[config.mk]
export PLATFORM = sky130hd
export DESIGN_NAME = imem_loader_flat
export DESIGN_NICKNAME = d
export VERILOG_FILES = /design/src/rtl/imem_loader_if.sv /design/src/rtl/imem_loader.sv /design/src/flat_wrapper.sv
export SDC_FILE = /design/constraint.sdc
export NUM_CORES = 1
export LEC_CHECK = 0
export CORE_MARGIN = 5
export CORE_UTILIZATION = 54
export CTS_CLUSTER_DIAMETER = 80
export CTS_CLUSTER_SIZE = 20
export DETAILED_ROUTE_END_ITERATION = 12
export PLACE_DENSITY = 0.9
export SYNTH_ARGS = -nofsm -noshare
export SYNTH_HDL_FRONTEND = slang
export SYNTH_SLANG_ARGS = --single-unit
[constraint.sdc]
create_clock -name clk -period 6.1 [get_ports clk]
set_input_delay 1.525 -clock clk [delete_from_list [all_inputs] [get_ports clk]]
set_output_delay 1.525 -clock clk [all_outputs]
set_load 0.03 [all_outputs]
[src/rtl/imem_loader_if.sv]
// Loader bus: image-source handshake, byte-write port to the instruction store, and status.
interface imem_loader_if #(parameter int ADDR_W = 64);
  logic              Load_Start;
  logic [15:0]       Load_Len;
  logic              Load_Abort;
  logic [7:0]        Rx_Data;
  logic              Rx_Valid;
  logic              Rx_Ready;
  logic              Mem_Wr_En;
  logic [ADDR_W-1:0] Mem_Wr_Addr;
  logic [7:0]        Mem_Wr_Data;
  logic [31:0]       Instr_Word;
  logic              Word_Valid;
  logic [7:0]        Checksum;
  logic              Load_Busy;
  logic              Load_Done;
  logic              Load_Err;
  logic              Core_Hold;

  modport master (
    output Load_Start, Load_Len, Load_Abort, Rx_Data, Rx_Valid,
    input  Rx_Ready, Mem_Wr_En, Mem_Wr_Addr, Mem_Wr_Data, Instr_Word, Word_Valid,
           Checksum, Load_Busy, Load_Done, Load_Err, Core_Hold
  );

  modport slave (
    input  Load_Start, Load_Len, Load_Abort, Rx_Data, Rx_Valid,
    output Rx_Ready, Mem_Wr_En, Mem_Wr_Addr, Mem_Wr_Data, Instr_Word, Word_Valid,
           Checksum, Load_Busy, Load_Done, Load_Err, Core_Hold
  );
endinterface

[src/rtl/imem_loader.sv]
// Streams an image byte-by-byte into the instruction store, rebuilds little-endian words,
// and holds the core in reset until the full image has been written.
module imem_loader #(
  parameter int                ADDR_W    = 64,
  parameter int                MEM_BYTES = 132,
  parameter logic [ADDR_W-1:0] BASE_ADDR = '0
) (
  input logic        clk,
  input logic        reset,
  imem_loader_if.slave bus
);
  typedef enum logic [1:0] {IDLE, LOAD, DONE} state_e;

  localparam logic [15:0] MAX_LEN = 16'(MEM_BYTES);

  state_e            state_q;
  logic [15:0]       idx_q, len_q;
  logic [7:0]        cks_q;
  logic              wr_en_q, wv_q, err_q, hold_q;
  logic [ADDR_W-1:0] wr_addr_q;
  logic [7:0]        wr_data_q;
  logic [31:0]       word_q;
  logic [2:0][7:0]   lane_q;

  logic len_ok, last_byte;
  assign len_ok    = (bus.Load_Len != 16'd0) && (bus.Load_Len[1:0] == 2'b00) &&
                     (bus.Load_Len <= MAX_LEN);
  assign last_byte = (idx_q == len_q - 16'd1);

  always_ff @(posedge clk or negedge reset) begin
    if (!reset) begin
      state_q   <= IDLE;
      idx_q     <= '0;
      len_q     <= '0;
      cks_q     <= '0;
      wr_en_q   <= 1'b0;
      wv_q      <= 1'b0;
      err_q     <= 1'b0;
      hold_q    <= 1'b1;
      wr_addr_q <= BASE_ADDR;
      wr_data_q <= '0;
      word_q    <= '0;
      lane_q    <= '0;
    end else begin
      wr_en_q <= 1'b0;
      wv_q    <= 1'b0;
      err_q   <= 1'b0;
      unique case (state_q)
        IDLE, DONE: begin
          // The first DONE cycle carries the final write; release the core right after it.
          if (state_q == DONE) hold_q <= 1'b0;
          if (bus.Load_Start) begin
            if (len_ok) begin
              state_q <= LOAD;
              idx_q   <= '0;
              cks_q   <= '0;
              len_q   <= bus.Load_Len;
              hold_q  <= 1'b1;
            end else begin
              err_q <= 1'b1;
            end
          end
        end
        LOAD: begin
          if (bus.Load_Abort) begin
            state_q <= IDLE;
            err_q   <= 1'b1;
          end else if (bus.Rx_Valid) begin
            wr_en_q   <= 1'b1;
            wr_addr_q <= BASE_ADDR + ADDR_W'(idx_q);
            wr_data_q <= bus.Rx_Data;
            idx_q     <= idx_q + 16'd1;
            cks_q     <= cks_q + bus.Rx_Data;
            if (idx_q[1:0] == 2'd3) begin
              word_q <= {bus.Rx_Data, lane_q[2], lane_q[1], lane_q[0]};
              wv_q   <= 1'b1;
            end else begin
              lane_q[idx_q[1:0]] <= bus.Rx_Data;
            end
            if (last_byte) state_q <= DONE;
          end
        end
        default: state_q <= IDLE;
      endcase
    end
  end

  assign bus.Rx_Ready    = (state_q == LOAD);
  assign bus.Load_Busy   = (state_q == LOAD);
  assign bus.Load_Done   = (state_q == DONE);
  assign bus.Mem_Wr_En   = wr_en_q;
  assign bus.Mem_Wr_Addr = wr_addr_q;
  assign bus.Mem_Wr_Data = wr_data_q;
  assign bus.Instr_Word  = word_q;
  assign bus.Word_Valid  = wv_q;
  assign bus.Checksum    = cks_q;
  assign bus.Load_Err    = err_q;
  assign bus.Core_Hold   = hold_q;
endmodule

[src/flat_wrapper.sv]
// flat-port wrapper written by rule: the top's interface ports become plain ports
module imem_loader_flat 
#(
  parameter int                ADDR_W    = 64,
  parameter int                MEM_BYTES = 132,
  parameter logic [ADDR_W-1:0] BASE_ADDR = '0
)
  (clk, reset, bus_Load_Start, bus_Load_Len, bus_Load_Abort, bus_Rx_Data, bus_Rx_Valid, bus_Rx_Ready, bus_Mem_Wr_En, bus_Mem_Wr_Addr, bus_Mem_Wr_Data, bus_Instr_Word, bus_Word_Valid, bus_Checksum, bus_Load_Busy, bus_Load_Done, bus_Load_Err, bus_Core_Hold);
  imem_loader_if #(.ADDR_W(ADDR_W)) bus_i ();
  input logic clk;
  input logic reset;
  input wire logic [$bits(bus_i.Load_Start)-1:0] bus_Load_Start;
  input wire logic [$bits(bus_i.Load_Len)-1:0] bus_Load_Len;
  input wire logic [$bits(bus_i.Load_Abort)-1:0] bus_Load_Abort;
  input wire logic [$bits(bus_i.Rx_Data)-1:0] bus_Rx_Data;
  input wire logic [$bits(bus_i.Rx_Valid)-1:0] bus_Rx_Valid;
  output wire logic [$bits(bus_i.Rx_Ready)-1:0] bus_Rx_Ready;
  output wire logic [$bits(bus_i.Mem_Wr_En)-1:0] bus_Mem_Wr_En;
  output wire logic [$bits(bus_i.Mem_Wr_Addr)-1:0] bus_Mem_Wr_Addr;
  output wire logic [$bits(bus_i.Mem_Wr_Data)-1:0] bus_Mem_Wr_Data;
  output wire logic [$bits(bus_i.Instr_Word)-1:0] bus_Instr_Word;
  output wire logic [$bits(bus_i.Word_Valid)-1:0] bus_Word_Valid;
  output wire logic [$bits(bus_i.Checksum)-1:0] bus_Checksum;
  output wire logic [$bits(bus_i.Load_Busy)-1:0] bus_Load_Busy;
  output wire logic [$bits(bus_i.Load_Done)-1:0] bus_Load_Done;
  output wire logic [$bits(bus_i.Load_Err)-1:0] bus_Load_Err;
  output wire logic [$bits(bus_i.Core_Hold)-1:0] bus_Core_Hold;
  assign bus_i.Load_Start = bus_Load_Start;
  assign bus_i.Load_Len = bus_Load_Len;
  assign bus_i.Load_Abort = bus_Load_Abort;
  assign bus_i.Rx_Data = bus_Rx_Data;
  assign bus_i.Rx_Valid = bus_Rx_Valid;
  assign bus_Rx_Ready = bus_i.Rx_Ready;
  assign bus_Mem_Wr_En = bus_i.Mem_Wr_En;
  assign bus_Mem_Wr_Addr = bus_i.Mem_Wr_Addr;
  assign bus_Mem_Wr_Data = bus_i.Mem_Wr_Data;
  assign bus_Instr_Word = bus_i.Instr_Word;
  assign bus_Word_Valid = bus_i.Word_Valid;
  assign bus_Checksum = bus_i.Checksum;
  assign bus_Load_Busy = bus_i.Load_Busy;
  assign bus_Load_Done = bus_i.Load_Done;
  assign bus_Load_Err = bus_i.Load_Err;
  assign bus_Core_Hold = bus_i.Core_Hold;
  imem_loader #(.ADDR_W(ADDR_W), .MEM_BYTES(MEM_BYTES), .BASE_ADDR(BASE_ADDR)) u_core (.clk(clk), .reset(reset), .bus(bus_i));
endmodule
# After elaboration in Yosys (flattened, before gate mapping)
# Index checks and enable logic that the tools add are counted.
# op_classes
magnitude_cmp,3
mux,33
bitwise_logic,2
reduce_logical,14
n_eq_ne,10
addsub,3
# op_table
cell,n
2-to-1 mux 16 bit,4
2-to-1 mux 8 bit,5
case mux 16 bit (2 select lines),1
bitwise mux 24 bit,1
adder 16 x 1 -> 16 bit (second input constant),1
demux 8 bit (select 2 bit),1
== test 16 bit,1
less-or-equal comparator 16 x 8 -> 1 bit (second input constant),1
case mux 8 bit (2 select lines),1
nonzero test 16 bit,1
subtractor 16 x 1 -> 16 bit (second input constant),1
2-to-1 mux 1 bit,13
AND reduction 4 bit,3
2-to-1 mux 2 bit,5
adder 8 bit,1
inequality test 2 bit (second input constant),3
AND reduction 3 bit,2
AND reduction 5 bit,1
== test 2 bit (second input constant),2
logical NOT 2 bit,2
case mux 2 bit (2 select lines),1
logical AND 1 bit,3
< comparator 2 x 3 -> 1 bit (second input constant),1
inequality test 3 x 2 -> 1 bit (second input constant),1
8 further kinds,9
# totals
register_bits,126
wordCells,79
output_inout_bits,119

# Depth between registers and ports, before layout
# logic_depth
depth_word,6
ltp_mapped,8

# Least setup slack after synthesis
# No wires, ideal clock.
# synth_path
path_type,in2reg
start,in bus_Load_Len[3]
end,reg u_core.len_q[4]
slack_ps,2790
stages,5
t_arrival_ps,3185
cell_sequence,or4_1 > a211o_1 > nor3b_2 > buf_2 > mux2_2
# synth_via
elab_chain_len,4
# synth_rtl
item,line_no,source
"start, declared",flat_wrapper.sv:13,input wire logic [$bits(bus_i.Load_Len)-1:0] bus_Load_Len;
"parallel branches: the longest is 2 deep, another holds less-or-equal comparator 16 x 8 -> 1 bit",--,
logical AND 1 bit *,imem_loader.sv:26,assign len_ok = (bus.Load_Len != 16'd0) && (bus.Load_Len[1:0] == 2'b00) &&
AND reduction 3 bit (no source line) *,--,
"end signal, assigned",imem_loader.sv:57,len_q <= bus.Load_Len;
"end, declared",imem_loader.sv:17,"logic [15:0] idx_q, len_q;"
# Mark *: on every way between the ends.
# A chain may end at the register's enable or synchronous reset.

# Worst setup path after layout
# layout_path
start,in bus_Load_Abort
end,"reg u_core.word_q[11], in the netlist u_core.bus.Instr_Word[11]"
# layout_via
elab_chain_len,2
# layout_rtl
item,line_no,source
"start, declared",flat_wrapper.sv:14,input wire logic [$bits(bus_i.Load_Abort)-1:0] bus_Load_Abort;
NOT 1 bit (no source line),--,
AND reduction 4 bit (no source line),--,
"end signal, assigned",imem_loader.sv:75,"word_q <= {bus.Rx_Data, lane_q[2], lane_q[1], lane_q[0]};"
"end, declared",imem_loader.sv:22,logic [31:0] word_q;
# No other way between the ends.

==> results.py <==
metrics = {
    "clock_tree": {
        "cts_resized": 0,
        "clkTransAtPathRegs_ns": 0.06,
        "clockRootBuffer": "clkbuf_8",
        "cts_hold_buf": 0,
        "cts_setup_buffers": 0,
        "clk-insertion-delay-late_ns": 0.53,
        "clock_sinks": 126,
        "cts_buffer_depth": 2,
        "cts_tree": "done",
        "numCtsBuffers": 17,
        "cts-htree-levels": 4,
    },
    "layout": {
        "final_nets": 695,
        "final_common_cell": "dfrtp_1",
        "final_cell_mix": "dfrtp_1, clkdlybuf4s50_1, nand2_1",
        "stdcell_count": 806,
        "syn_to_final_growth_pct": 27.0,
        "drive_gt1_frac": 0.162,
        "antenna_cells": 0,
        "fillers": 721,
    },
    "global_route": {
        "gr-total-overflow": 0,
        "grt_usage": 0.233,
        "grt_antenna_before_repair": 0,
        "grt_pass1_wl_um": 23900,
        "grt_max_degree": 80,
        "first_global_vias": 4593,
    },
    "worst_setup_path": {
        "end_kind": "flop",
        "critPathRequiredTime_ns": 6.50,
        "critPathTopFamily": "buffers and inverters",
        "cp_cell_sequence": "clkdlybuf4s50_1, nor3b_1, nand2_1, inv_1, nand2_1, buf_4, mux2_2",
        "start_kind": "primary input",
        "arrival_ns": 4.55,
        "critical_path_class": "primary input to flop",
        "path_max_fanout": 33,
        "critPathBufInv": 3,
        "cp_slowest_stage_delay_ns": 0.86,
        "path_common_cell": "nand2_1",
        "cp_slowest_cell": "inv_1",
    },
    "place": {
        "dp_cells": 774,
        "gp_congestion": 0.973,
        "hpwl_um": 9940,
        "io_buffers": 99,
    },
    "yosys": {
        "synth-edff-count": 0,
        "synth_cell_types": 51,
        "ys_ff_latch": 126,
        "async_flop_share": 1.00,
        "syn_inst": 552,
        "yosys_warnings": 0,
        "ys_seq_area_frac": 0.522,
        "syn_avg_cell_area_um2": 10.9,
        "synth_top_flop_cell": "dfrtp_1",
        "syn-cell-area_um2": 6040,
    },
    "timing": {
        "skew_ns": 0.00929,
        "hold_ws_ns": 0.473,
        "final-hold-violation-count": 0,
        "setup_viol": 0,
        "worst_pin_slew_ns": 1.10,
        "timing.setup.tns_ns": 0,
        "rsz0062_at_grt": "no",
        "relSlewSlack": 0.258,
        "drv_slew": 0,
        "layout_min_cycle_time_ns": 4.15,
        "period_share": 0.680,
        "max_freq_mhz": 241,
    },
    "status": {
        "status": "completed",
    },
    "routing": {
        "wl_per_cell_um": 18.5,
        "dr.first_iter.drc_count": 387,
        "routed-wl-met3_um": 1460,
        "routed_wl_um": 14900,
        "vias": 4430,
        "drt-met1-wl_um": 5970,
        "ant_nets": 0,
        "viasPerCell": 5.50,
        "first_pass_iters": 5,
        "routed-wl-met2_um": 7070,
        "drc": 0,
        "top_layer": "met4",
    },
    "floorplanning": {
        "pin_count": 148,
        "start_util": 0.555,
        "die_area_um2": 13400,
        "rows": 38,
        "die_w_um": 116,
        "core_um2": 10900,
        "die_h_um": 116,
    },
    "min_path": {
        "min_path_type": "flop to flop",
    },
    "job": {
        "drv_cap": 0,
    },
    "power_and_ir_drop": {
        "power_density_nw_per_um2": 278,
        "leakage_nw": 3.88,
        "vdd_drop_max_v": 0.000192,
    },
}
[worst min-delay path: stages, from the launching register on]
cell	delay (ns)
dfstp_2	0.36
inv_1	0.04
o21bai_1	0.06
[final timing paths]
| path | startpoint | endpoint | slack [ns] | cells after the start |
|---|---|---|---|---|
| min | u_core.bus.Core_Hold | u_core.bus.Core_Hold | 0.47 | 2 |
| min reg2reg | u_core.bus.Core_Hold | u_core.bus.Core_Hold | 0.47 | 2 |
| max | bus_Load_Abort | u_core.bus.Instr_Word[11] | 1.95 | 7 |
| max reg2reg | u_core.state_q[1] | u_core.bus.Instr_Word[11] | 2.93 | 6 |
| max in group asynchronous | reset | u_core.bus.Mem_Wr_Addr[12] | 3.77 | 2 |
| min in group asynchronous | reset | u_core.bus.Instr_Word[24] | 1.16 | 1 |
[state kept, by name, summed over array words and instances, names as in the netlist]
register,cells
u_core.bus.Instr_Word,32
u_core.lane_q,24
u_core.bus.Mem_Wr_Addr,16
u_core.idx_q,16
u_core.len_q,16
u_core.bus.Checksum,8
u_core.bus.Mem_Wr_Data,8
u_core.state_q,2
u_core.bus.Core_Hold,1
u_core.bus.Load_Err,1
u_core.bus.Mem_Wr_En,1
u_core.bus.Word_Valid,1
[logic make-up after synthesis]
| logic type | synth area share |
|---|---|
| mux | 0.119 |
| simple gates | 0.140 |
| compound gates | 0.0491 |
| flops | 0.522 |
| xor+xnor | 0.0578 |
| other cells | 0.000621 |
| buf+inv | 0.0832 |
| fa+ha+maj | 0.0282 |
[Yosys cell counts, drive strengths merged, types with 5 or more instances]
cell type  number  share of area
a21o            5         0.0062
a21oi           9         0.0075
buf            53          0.064
clkbuf         15         0.0093
dfrtp         125           0.52
ha             12          0.025
inv            16         0.0099
mux2           62           0.12
nand2          89          0.055
nand3           9         0.0075
nand4           5         0.0052
nor2           27          0.017
nor2b           7         0.0072
nor3            7         0.0058
nor4           11          0.011
o21ai          15          0.012
xnor2          13          0.020
xor2           26          0.038
[per-layer routing]
layer / track usage / up-vias
met4: 0.103 / 0
met3: 0.0658 / 36
met2: 0.369 / 239
met5: 0 / -
met1: 0.301 / 2170
li1: - / 1985
[metrics by stage]
stage / worst slack, ns / cell area [µm²] / total power, mW / util
4_1_cts: 2.00 / 7670 / 2.14 / 0.705
5_1_grt: 1.69 / 7670 / 2.19 / 0.705
2_1_floorplan: 2.79 / 6220 / 0.933 / -
3_3_place_gp: 1.71 / 6980 / 0.955 / 0.641
6_report: 1.95 / 7670 / 2.14 / 0.705
3_5_place_dp: 1.52 / 6980 / 0.957 / 0.641
[where the power goes]
part / internal [mW] / switching [mW]
clock network: 0.797 / 0.394
logic: 0.0259 / 0.0773
registers: 0.838 / 0.00265
total: 1.66 / 0.474
[cell type report]
type | instances | area (µm²) | share of cell area
clock buffer | 17 | 414 | 0.0540
inverter | 16 | 60.1 | 0.00783
clock inverter | 15 | 282 | 0.0367
sequential | 126 | 3150 | 0.411
tap | 140 | 175 | 0.0228
multi-input combinational | 389 | 2570 | 0.335
timing repair buffer | 103 | 1020 | 0.133
Note: power is estimated with default switching activity, not from simulation.
